===== src/rtl/feat_wr_pkg.sv =====
// Shared definitions for the feature-word AXI writer.
//   - AXI constants used on the AW channel and for B-response decoding
//   - FSM state encoding of the writer
//   - beat count of one full HOG feature frame
//   - burst_beats(): beats in the next burst (remaining words, capped at the burst size)
package feat_wr_pkg;

  localparam logic [2:0] AXSIZE_64B = 3'b110;
  localparam logic [1:0] BURST_INCR = 2'b01;
  localparam logic [1:0] RESP_OKAY  = 2'b00;

  // 31 bins x 64 words
  localparam int unsigned FULL_FRAME_BEATS = 32'd1984;

  typedef enum logic [2:0] {
    IDLE = 3'd0,
    ADDR = 3'd1,
    DATA = 3'd2,
    RESP = 3'd3,
    DONE = 3'd4
  } wr_state_e;

  // Beats in the next burst: whatever is left, but never more than max_len.
  function automatic logic [8:0] burst_beats(input logic [31:0] rem, input logic [8:0] max_len);
    return (rem > 32'(max_len)) ? max_len : 9'(rem);
  endfunction

endpackage


===== src/rtl/feat_axi_writer.sv =====
// Writes packed 512-bit feature words to DDR as AXI4 INCR bursts, one burst
// outstanding at a time, and paces the upstream reader one word at a time.
//
// Ports
//   aclk, arest_n          clock, asynchronous active-low reset
//   start                  one-cycle frame request (ignored while busy)
//   base_addr              1 KB aligned frame base byte address
//   total_beats            number of words in the frame (0 = empty frame)
//   busy / err / wr_done   status: frame in progress, sticky error, done pulse
//   res_start              pulse that triggers the first upstream read
//   w_handshake            pulse per accepted W beat (requests the next word)
//   res_data(_valid)       upstream word and its one-cycle valid strobe
//   m_axi_aw* / w* / b*    AXI4 write master channels
module feat_axi_writer
  import feat_wr_pkg::*;
#(
  parameter int unsigned AXI_DW    = 512,
  parameter int unsigned AXI_AW    = 32,
  parameter int unsigned BURST_LEN = 16,
  parameter int unsigned CNT_W     = 16
) (
  input  logic                  aclk,
  input  logic                  arest_n,
  input  logic                  start,
  input  logic [AXI_AW-1:0]     base_addr,
  input  logic [CNT_W-1:0]      total_beats,
  output logic                  busy,
  output logic                  err,
  output logic                  res_start,
  output logic                  w_handshake,
  output logic                  wr_done,
  input  logic [AXI_DW-1:0]     res_data,
  input  logic                  res_data_valid,
  output logic [AXI_AW-1:0]     m_axi_awaddr,
  output logic [7:0]            m_axi_awlen,
  output logic [2:0]            m_axi_awsize,
  output logic [1:0]            m_axi_awburst,
  output logic                  m_axi_awvalid,
  input  logic                  m_axi_awready,
  output logic [AXI_DW-1:0]     m_axi_wdata,
  output logic [AXI_DW/8-1:0]   m_axi_wstrb,
  output logic                  m_axi_wlast,
  output logic                  m_axi_wvalid,
  input  logic                  m_axi_wready,
  input  logic [1:0]            m_axi_bresp,
  input  logic                  m_axi_bvalid,
  output logic                  m_axi_bready
);

  wr_state_e          state_q, state_d;
  logic [AXI_AW-1:0]  addr_q, addr_d;
  logic [CNT_W-1:0]   rem_q, rem_d;
  logic [8:0]         beat_q, beat_d;     // beats still to send in this burst
  logic [8:0]         blen_q, blen_d;     // size of this burst, for the address step
  logic               busy_q, busy_d;
  logic               err_q, err_d;
  logic               res_start_q, res_start_d;
  logic               w_hs_q, w_hs_d;
  logic               wr_done_q, wr_done_d;
  logic               buf_full_q, buf_full_d;
  logic [AXI_DW-1:0]  buf_data_q, buf_data_d;

  logic [8:0]         cur_beats_s;
  logic               w_fire_s;
  logic               ovf_s;
  logic               err_fsm_s;

  assign cur_beats_s = burst_beats(32'(rem_q), 9'(BURST_LEN));
  assign w_fire_s    = m_axi_wvalid && m_axi_wready;

  // AW payload is a pure function of registers, so it holds until awready.
  assign m_axi_awvalid = (state_q == ADDR);
  assign m_axi_awaddr  = addr_q;
  assign m_axi_awlen   = (state_q == ADDR) ? 8'(cur_beats_s - 9'd1) : 8'd0;
  assign m_axi_awsize  = AXSIZE_64B;
  assign m_axi_awburst = BURST_INCR;
  assign m_axi_wvalid  = (state_q == DATA) && buf_full_q;
  assign m_axi_wdata   = buf_data_q;
  assign m_axi_wstrb   = {(AXI_DW/8){1'b1}};
  assign m_axi_wlast   = (state_q == DATA) && (beat_q == 9'd1);
  assign m_axi_bready  = (state_q == RESP);
  assign busy          = busy_q;
  assign err           = err_q;
  assign res_start     = res_start_q;
  assign w_handshake   = w_hs_q;
  assign wr_done       = wr_done_q;

  // One-entry word buffer: load on valid, empty on an accepted beat, drop on overflow.
  always_comb begin
    buf_full_d = buf_full_q;
    buf_data_d = buf_data_q;
    ovf_s      = 1'b0;
    if (res_data_valid) begin
      if (buf_full_q && !w_fire_s) begin
        ovf_s = 1'b1;
      end else begin
        buf_full_d = 1'b1;
        buf_data_d = res_data;
      end
    end else if (w_fire_s) begin
      buf_full_d = 1'b0;
    end else begin
      buf_full_d = buf_full_q;
    end
  end

  // Writer FSM: next state, counters, address and status pulses.
  always_comb begin
    state_d     = state_q;
    addr_d      = addr_q;
    rem_d       = rem_q;
    beat_d      = beat_q;
    blen_d      = blen_q;
    busy_d      = busy_q;
    err_fsm_s   = err_q;
    res_start_d = 1'b0;
    w_hs_d      = 1'b0;
    wr_done_d   = 1'b0;
    case (state_q)
      IDLE: begin
        if (start) begin
          addr_d    = base_addr;
          rem_d     = total_beats;
          err_fsm_s = 1'b0;
          if (total_beats == {CNT_W{1'b0}}) begin
            // Empty frame: report done straight away, nothing is requested.
            state_d   = DONE;
            wr_done_d = 1'b1;
          end else begin
            state_d     = ADDR;
            busy_d      = 1'b1;
            res_start_d = 1'b1;
          end
        end else begin
          state_d = IDLE;
        end
      end
      ADDR: begin
        beat_d = cur_beats_s;
        blen_d = cur_beats_s;
        if (m_axi_awready) begin
          state_d = DATA;
        end else begin
          state_d = ADDR;
        end
      end
      DATA: begin
        if (w_fire_s) begin
          rem_d  = rem_q - CNT_W'(1);
          beat_d = beat_q - 9'd1;
          w_hs_d = 1'b1;
          if (beat_q == 9'd1) begin
            state_d = RESP;
          end else begin
            state_d = DATA;
          end
        end else begin
          state_d = DATA;
        end
      end
      RESP: begin
        if (m_axi_bvalid) begin
          // An error response is recorded but the frame keeps going.
          if (m_axi_bresp != RESP_OKAY) begin
            err_fsm_s = 1'b1;
          end else begin
            err_fsm_s = err_q;
          end
          addr_d = addr_q + AXI_AW'({blen_q, 6'b000000});
          if (rem_q == {CNT_W{1'b0}}) begin
            state_d   = DONE;
            wr_done_d = 1'b1;
          end else begin
            state_d = ADDR;
          end
        end else begin
          state_d = RESP;
        end
      end
      DONE: begin
        busy_d  = 1'b0;
        state_d = IDLE;
      end
      default: begin
        state_d = IDLE;
      end
    endcase
    // Overflow wins over the clear-on-start so it is never lost.
    err_d = err_fsm_s | ovf_s;
  end

  // State and datapath registers.
  always_ff @(posedge aclk or negedge arest_n) begin
    if (!arest_n) begin
      state_q     <= IDLE;
      addr_q      <= {AXI_AW{1'b0}};
      rem_q       <= {CNT_W{1'b0}};
      beat_q      <= 9'd0;
      blen_q      <= 9'd0;
      busy_q      <= 1'b0;
      err_q       <= 1'b0;
      res_start_q <= 1'b0;
      w_hs_q      <= 1'b0;
      wr_done_q   <= 1'b0;
      buf_full_q  <= 1'b0;
      buf_data_q  <= {AXI_DW{1'b0}};
    end else begin
      state_q     <= state_d;
      addr_q      <= addr_d;
      rem_q       <= rem_d;
      beat_q      <= beat_d;
      blen_q      <= blen_d;
      busy_q      <= busy_d;
      err_q       <= err_d;
      res_start_q <= res_start_d;
      w_hs_q      <= w_hs_d;
      wr_done_q   <= wr_done_d;
      buf_full_q  <= buf_full_d;
      buf_data_q  <= buf_data_d;
    end
  end

endmodule

===== config.mk =====
export PLATFORM = sky130hd
export DESIGN_NAME = feat_axi_writer
export DESIGN_NICKNAME = d
export VERILOG_FILES = /design/src/rtl/feat_wr_pkg.sv /design/src/rtl/feat_axi_writer.sv
export SDC_FILE = /design/constraint.sdc
export NUM_CORES = 1
export LEC_CHECK = 0
export BUFFER_PORTS_ARGS = -buffer_cell sky130_fd_sc_hd__buf_2
export CAP_MARGIN = 25
export CORE_AREA = 2 2 461 463
export CTS_BUF_LIST = sky130_fd_sc_hd__clkbuf_16
export DETAILED_ROUTE_END_ITERATION = 10
export DIE_AREA = 0 0 463 465
export SLEW_MARGIN = 10
export SYNTH_ARGS = -nofsm -noshare
export SYNTH_HDL_FRONTEND = slang
export SYNTH_SLANG_ARGS = --single-unit
export TNS_END_PERCENT = 5

===== constraint.sdc =====
create_clock -name aclk -period 7.1 [get_ports aclk]
set_input_delay 0.71 -clock aclk [delete_from_list [all_inputs] [get_ports aclk]]
set_output_delay 0.71 -clock aclk [all_outputs]
set_load 0.1 [all_outputs]

; Yosys cells after proc, flatten, opt, wreduce, memory -nomap -nowiden
; Index checks and enable logic that the tools add are counted.
[classes]
reduce_logical = 20
n_shift = 0
eq_ne = 10
n_mux = 40
multipliers = 0
n_bitwise = 2
addsub = 4
div = 0
magnitude_cmp = 1
[ops]
columns = operator, count
row1 = two-way mux 32 bit, 2
row2 = one-hot mux 32 bit (2 select lines), 1
row3 = adder 32 x 15 -> 32 bit, 1
row4 = zero test 16 bit, 2
row5 = two-way mux 16 bit, 2
row6 = one-hot mux 16 bit (2 select lines), 1
row7 = two-way mux 1 bit, 20
row8 = two-way mux 9 bit, 2
row9 = one-hot mux 9 bit (2 select lines), 1
row10 = > comparator 16 x 5 -> 1 bit (second input constant), 1
row11 = subtractor 16 x 1 -> 16 bit (second input constant), 1
row12 = two-way mux 3 bit, 5
row13 = one-hot mux 3 bit (4 select lines), 1
row14 = nonzero test 2 bit, 6
row15 = != test 2 bit (second input constant), 5
row16 = == test 9 x 1 -> 1 bit (second input constant), 1
row17 = AND reduction 3 bit, 3
row18 = subtractor 9 x 1 -> 9 bit (second input constant), 1
row19 = two-way mux 8 bit, 1
row20 = subtractor 8 x 1 -> 8 bit (second input constant), 1
row21 = == test 3 x 2 -> 1 bit (second input constant), 2
row22 = one-hot mux 1 bit (2 select lines), 3
row23 = AND reduction 2 bit, 3
row24 = logical AND 1 bit, 4
row25 = other kinds (7), 7
[totals]
memories = 0
output_inout_bits = 630
ram_bits = 0
rom_bits = 0
input_bits = 569
elab_cells = 89
latch_bits = 0
register_bits = 587

; Depth between registers and ports, before layout
[depth]
depth_word = 8
depth_mapped = 9

; Worst setup path before layout
; No wires, ideal clock.
[synth_path]
path_type = flip-flop to output port
startpoint = register state_q[1]
endpoint = output port m_axi_awlen[4]
n_path_buf = 1
arrival_ns = 3.187
slack_ns = 3.203
stages_incl_launch_ff = 7
cell_sequence = dfrtp_1 buf_4 or3b_1 inv_1 and2_1 and3_1 or2_2
[synth_between]
elab_chain_cells = 2
[synth_rtl]
columns = item, line_no
row1 = "start, declared", feat_axi_writer.sv:50  ; wr_state_e state_q, state_d;
row2 = "start signal, assigned", feat_axi_writer.sv:208  ; state_q <= state_d;
row3 = == test 3 x 1 -> 1 bit, --
row4 = via m_axi_awvalid, feat_axi_writer.sv:38  ; output logic m_axi_awvalid,
row5 = two-way mux 8 bit, feat_axi_writer.sv:74  ; assign m_axi_awlen = (state_q == ADDR) ? 8'(cur_beats_s - 9'd1) : 8'd0;
row6 = "end, declared", feat_axi_writer.sv:35  ; output logic [7:0] m_axi_awlen,
; The timed path passes the listed nets, and every way through them passes these cells.

; Final worst setup path
[layout_path]
startpoint = register rem_q[8]
endpoint = output port m_axi_awlen[4]
[layout_between]
elab_chain_cells = 4
[layout_rtl]
columns = item, line_no
row1 = "start, declared", feat_axi_writer.sv:52  ; logic [CNT_W-1:0] rem_q, rem_d;
row2 = "start signal, assigned", feat_axi_writer.sv:197  ; rem_q <= {CNT_W{1'b0}};
row3 = "start signal, assigned", feat_axi_writer.sv:210  ; rem_q <= rem_d;
row4 = > comparator 16 x 5 -> 1 bit, feat_wr_pkg.sv:25  ; return (rem > 32'(max_len)) ? max_len : 9'(rem);
row5 = two-way mux 9 bit, feat_wr_pkg.sv:25
row6 = subtractor 8 x 1 -> 8 bit, feat_axi_writer.sv:74
row7 = two-way mux 8 bit, feat_axi_writer.sv:74
; Every way passes these cells.

==> results_dict.tcl <==
set metrics [dict create \
    max-clock-path-buffers 3 \
    start_util_pct 11.58 \
    grt-busiest-layer "met2" \
    end_kind "output port" \
    synth-simple-area-share_pct 5.011 \
    seq_area_sq_um 14690 \
    cts_setup_buffers 0 \
    tns_ns 0 \
    grt_use_total_pct 13.59 \
    clock-sinks 587 \
    postRouteAntennaNets 0 \
    slew_violations 0 \
    postSynthCellCount 1693 \
    grt_pass1_wl_microns 193100 \
    drt-total-wl_microns 150900 \
    drive_gt1_share_pct 61.60 \
    fin_nets 3417 \
    port_buffers 1129 \
    die_y_microns 465 \
    cp-start-kind "register" \
    hold_class "primary input to asynchronous set/reset pin" \
    row_count 169 \
    ys.flop_type "dfrtp_1" \
    synth_largest_area_cell "dfrtp_1" \
    ys_seq_area_share_pct 60.15 \
    io_pins 1199 \
    place_congestion 0.8821 \
    die-area_sq_um 215300 \
    yosys-top-cells-count "dfrtp_1 (587), mux2_2 (467), buf_4 (70)" \
    synth_fa_ha_area_share_pct 0.7992 \
    slowest_delay_ns 0.58 \
    multiInputGateArea_sq_um 8696 \
    crit_required_ns 6.39 \
    syn-mean-instance-area_sq_um 14.43 \
    htreeDepth 3 \
    period_minus_slack_ns 4.410 \
    max_slew_margin_pct 33.63 \
    vias 19550 \
    critical_path.cell_chain "or4_4 > nand2b_4 > nor3_4 > nand2_1 > ha_1 > and2_1 > and3_1 > or2_2 > buf_2" \
    drtIter0Drc 934 \
    crit_path_max_fanout 9 \
    first_pass_iters 5 \
    drv_cap 0 \
    finalCritPeriodShare_pct 62.11 \
    ys_top_cells_by_area "dfrtp_1 (60%), mux2_2 (22%), buf_6 (2.4%)" \
    grt_overflow 0 \
    synth_compound_area_share_pct 4.278 \
    rsz0062_at_grt "false" \
    grt_pass1_vias 19340 \
    synth_top_family_by_area "multiplexers" \
    synth.ff_latch_count 587 \
    nFillCells 23480 \
    grtUsageMet1_pct 13.87 \
    netlist-cell-type-count 75 \
    crit_buf_inv 1 \
    grt_max_degree 139 \
    netlist_area_sq_um 24420 \
    dieWidth_microns 463 \
    cts-resized-gates 0 \
    area_growth_pct 45.49 \
    muxShareOfSynthArea_pct 24.13 \
    synth-edff-count 0 \
    drc 0 \
    max_freq_mhz 226.8 \
    hold_viol 0 \
    root_buffer "clkbuf_16" \
    cts_tree "done" \
    grtUsageMet2_pct 22.17 \
    whs_ns 0.05058 \
    yosysMostFrequentCell "dfrtp_1" \
    numCtsBuffers 78 \
    critPathKind "register to output port" \
    setup_viol 0 \
    via_per_inst 3.396 \
    status "finished clean" \
    yosys_warnings 0 \
    arrival_ns 3.70 \
    reg2reg_depth 7 \
    postCtsHoldBufs 0 \
    path_depth 9 \
    skew_ns 0.03166 \
    insertion_delay_ns 0.71 \
    grt_antenna_before_repair 266 \
    core-area_sq_um 210800 \
    synth_top_area_share_pct 60.15 \
    path_clk_slew_ns 0.06 \
    dpl.hpwl_microns 129300 \
    worst_pin_slew_ns 0.9956 \
    synthXorXnorAreaFrac_pct 0.2510 \
    worst_path_max_delay_cell "or4_4" \
    wl_per_cell_microns 26.22 \
    use_met3_pct 9.444 \
    critPathTopFamily "simple AND/OR/NAND/NOR gates" \
    synthArstFlopShare_pct 100.0 \
]
sequential cells by signal, indices dropped and copies added, names as in the netlist:
register,count
beat_q,9
blen_q,9
buf_full_q,1
busy,1
err,1
m_axi_awaddr,32
m_axi_wdata,512
rem_q,16
res_start,1
state_q,3
w_handshake,1
wr_done,1
metrics by stage:
step,cells,worst slack (ns),instance area (sq um),utilization (%)
after detailed placement,5573,3.435,32850,15.58
after CTS,5711,2.636,35420,16.80
after global routing,5718,2.526,35440,16.81
final,5756,2.690,35530,16.85
after global placement,5573,3.418,32850,15.58
after floorplan,1760,3.203,24670,-
worst paths after layout:
check	from	endpoint	slack, ns
worst min-delay path	arest_n	m_axi_wdata[231]	0.05
worst min register to register	err	err	0.47
worst max-delay path	rem_q[8]	m_axi_awlen[4]	2.69
max in group asynchronous	arest_n	m_axi_wdata[85]	5.53
min in group aclk	base_addr[0]	m_axi_awaddr[0]	0.21
worst max register to register	state_q[1]	m_axi_wdata[187]	3.83
cells by family (layout without fill, tap and decap cells):
| group | Yosys count | after routing |
|---|---|---|
| AND/OR/NAND/NOR | 235 | 235 |
| multiplexers | 514 | 514 |
| AO/OA/AOI/OAI | 164 | 164 |
| flip-flops | 587 | 587 |
| adder cells (fa/ha/maj) | 15 | 15 |
| buffers and inverters | 169 | 1300 |
| XOR/XNOR | 7 | 7 |
| other | 2 | 113 |
cell type report:
cell class,instances,area share [%]
Timing Repair Buffer,1149,16.59
Clock inverter,59,1.648
Tap cell,2821,9.934
Clock buffer,79,5.564
Multi-Input combinational cell,1004,24.47
Antenna cell,44,0.3099
Inverter,13,0.1373
Sequential cell,587,41.34
per-layer routing:
| layer | part of all wire (%) | up-vias |
|---|---|---|
| li1 | - | 8274 |
| met1 | 34 | 9361 |
| met2 | 46 | 1254 |
| met3 | 16 | 481 |
| met4 | 3.8 | 176 |
| met5 | 0.77 | - |
placed cells by master, fill, tap and decap left out, drive strengths merged, types with 6 or more instances in the layout:
master	n
a211oi	7
a21o	7
a21oi	47
a31oi	15
and2	10
and3	11
buf	1149
bufinv	8
clkbuf	79
clkinv	26
clkinvlp	6
conb	69
dfrtp	587
diode	44
ha	14
inv	32
mux2	513
nand2	71
nand3	23
nand4	8
nor2	52
nor3	16
nor4	10
o211ai	9
o21ai	34
o22ai	8
or4	7
Power is not shown: default switching activity piles up to over one toggle a cycle in this logic, so the estimate is an artifact.
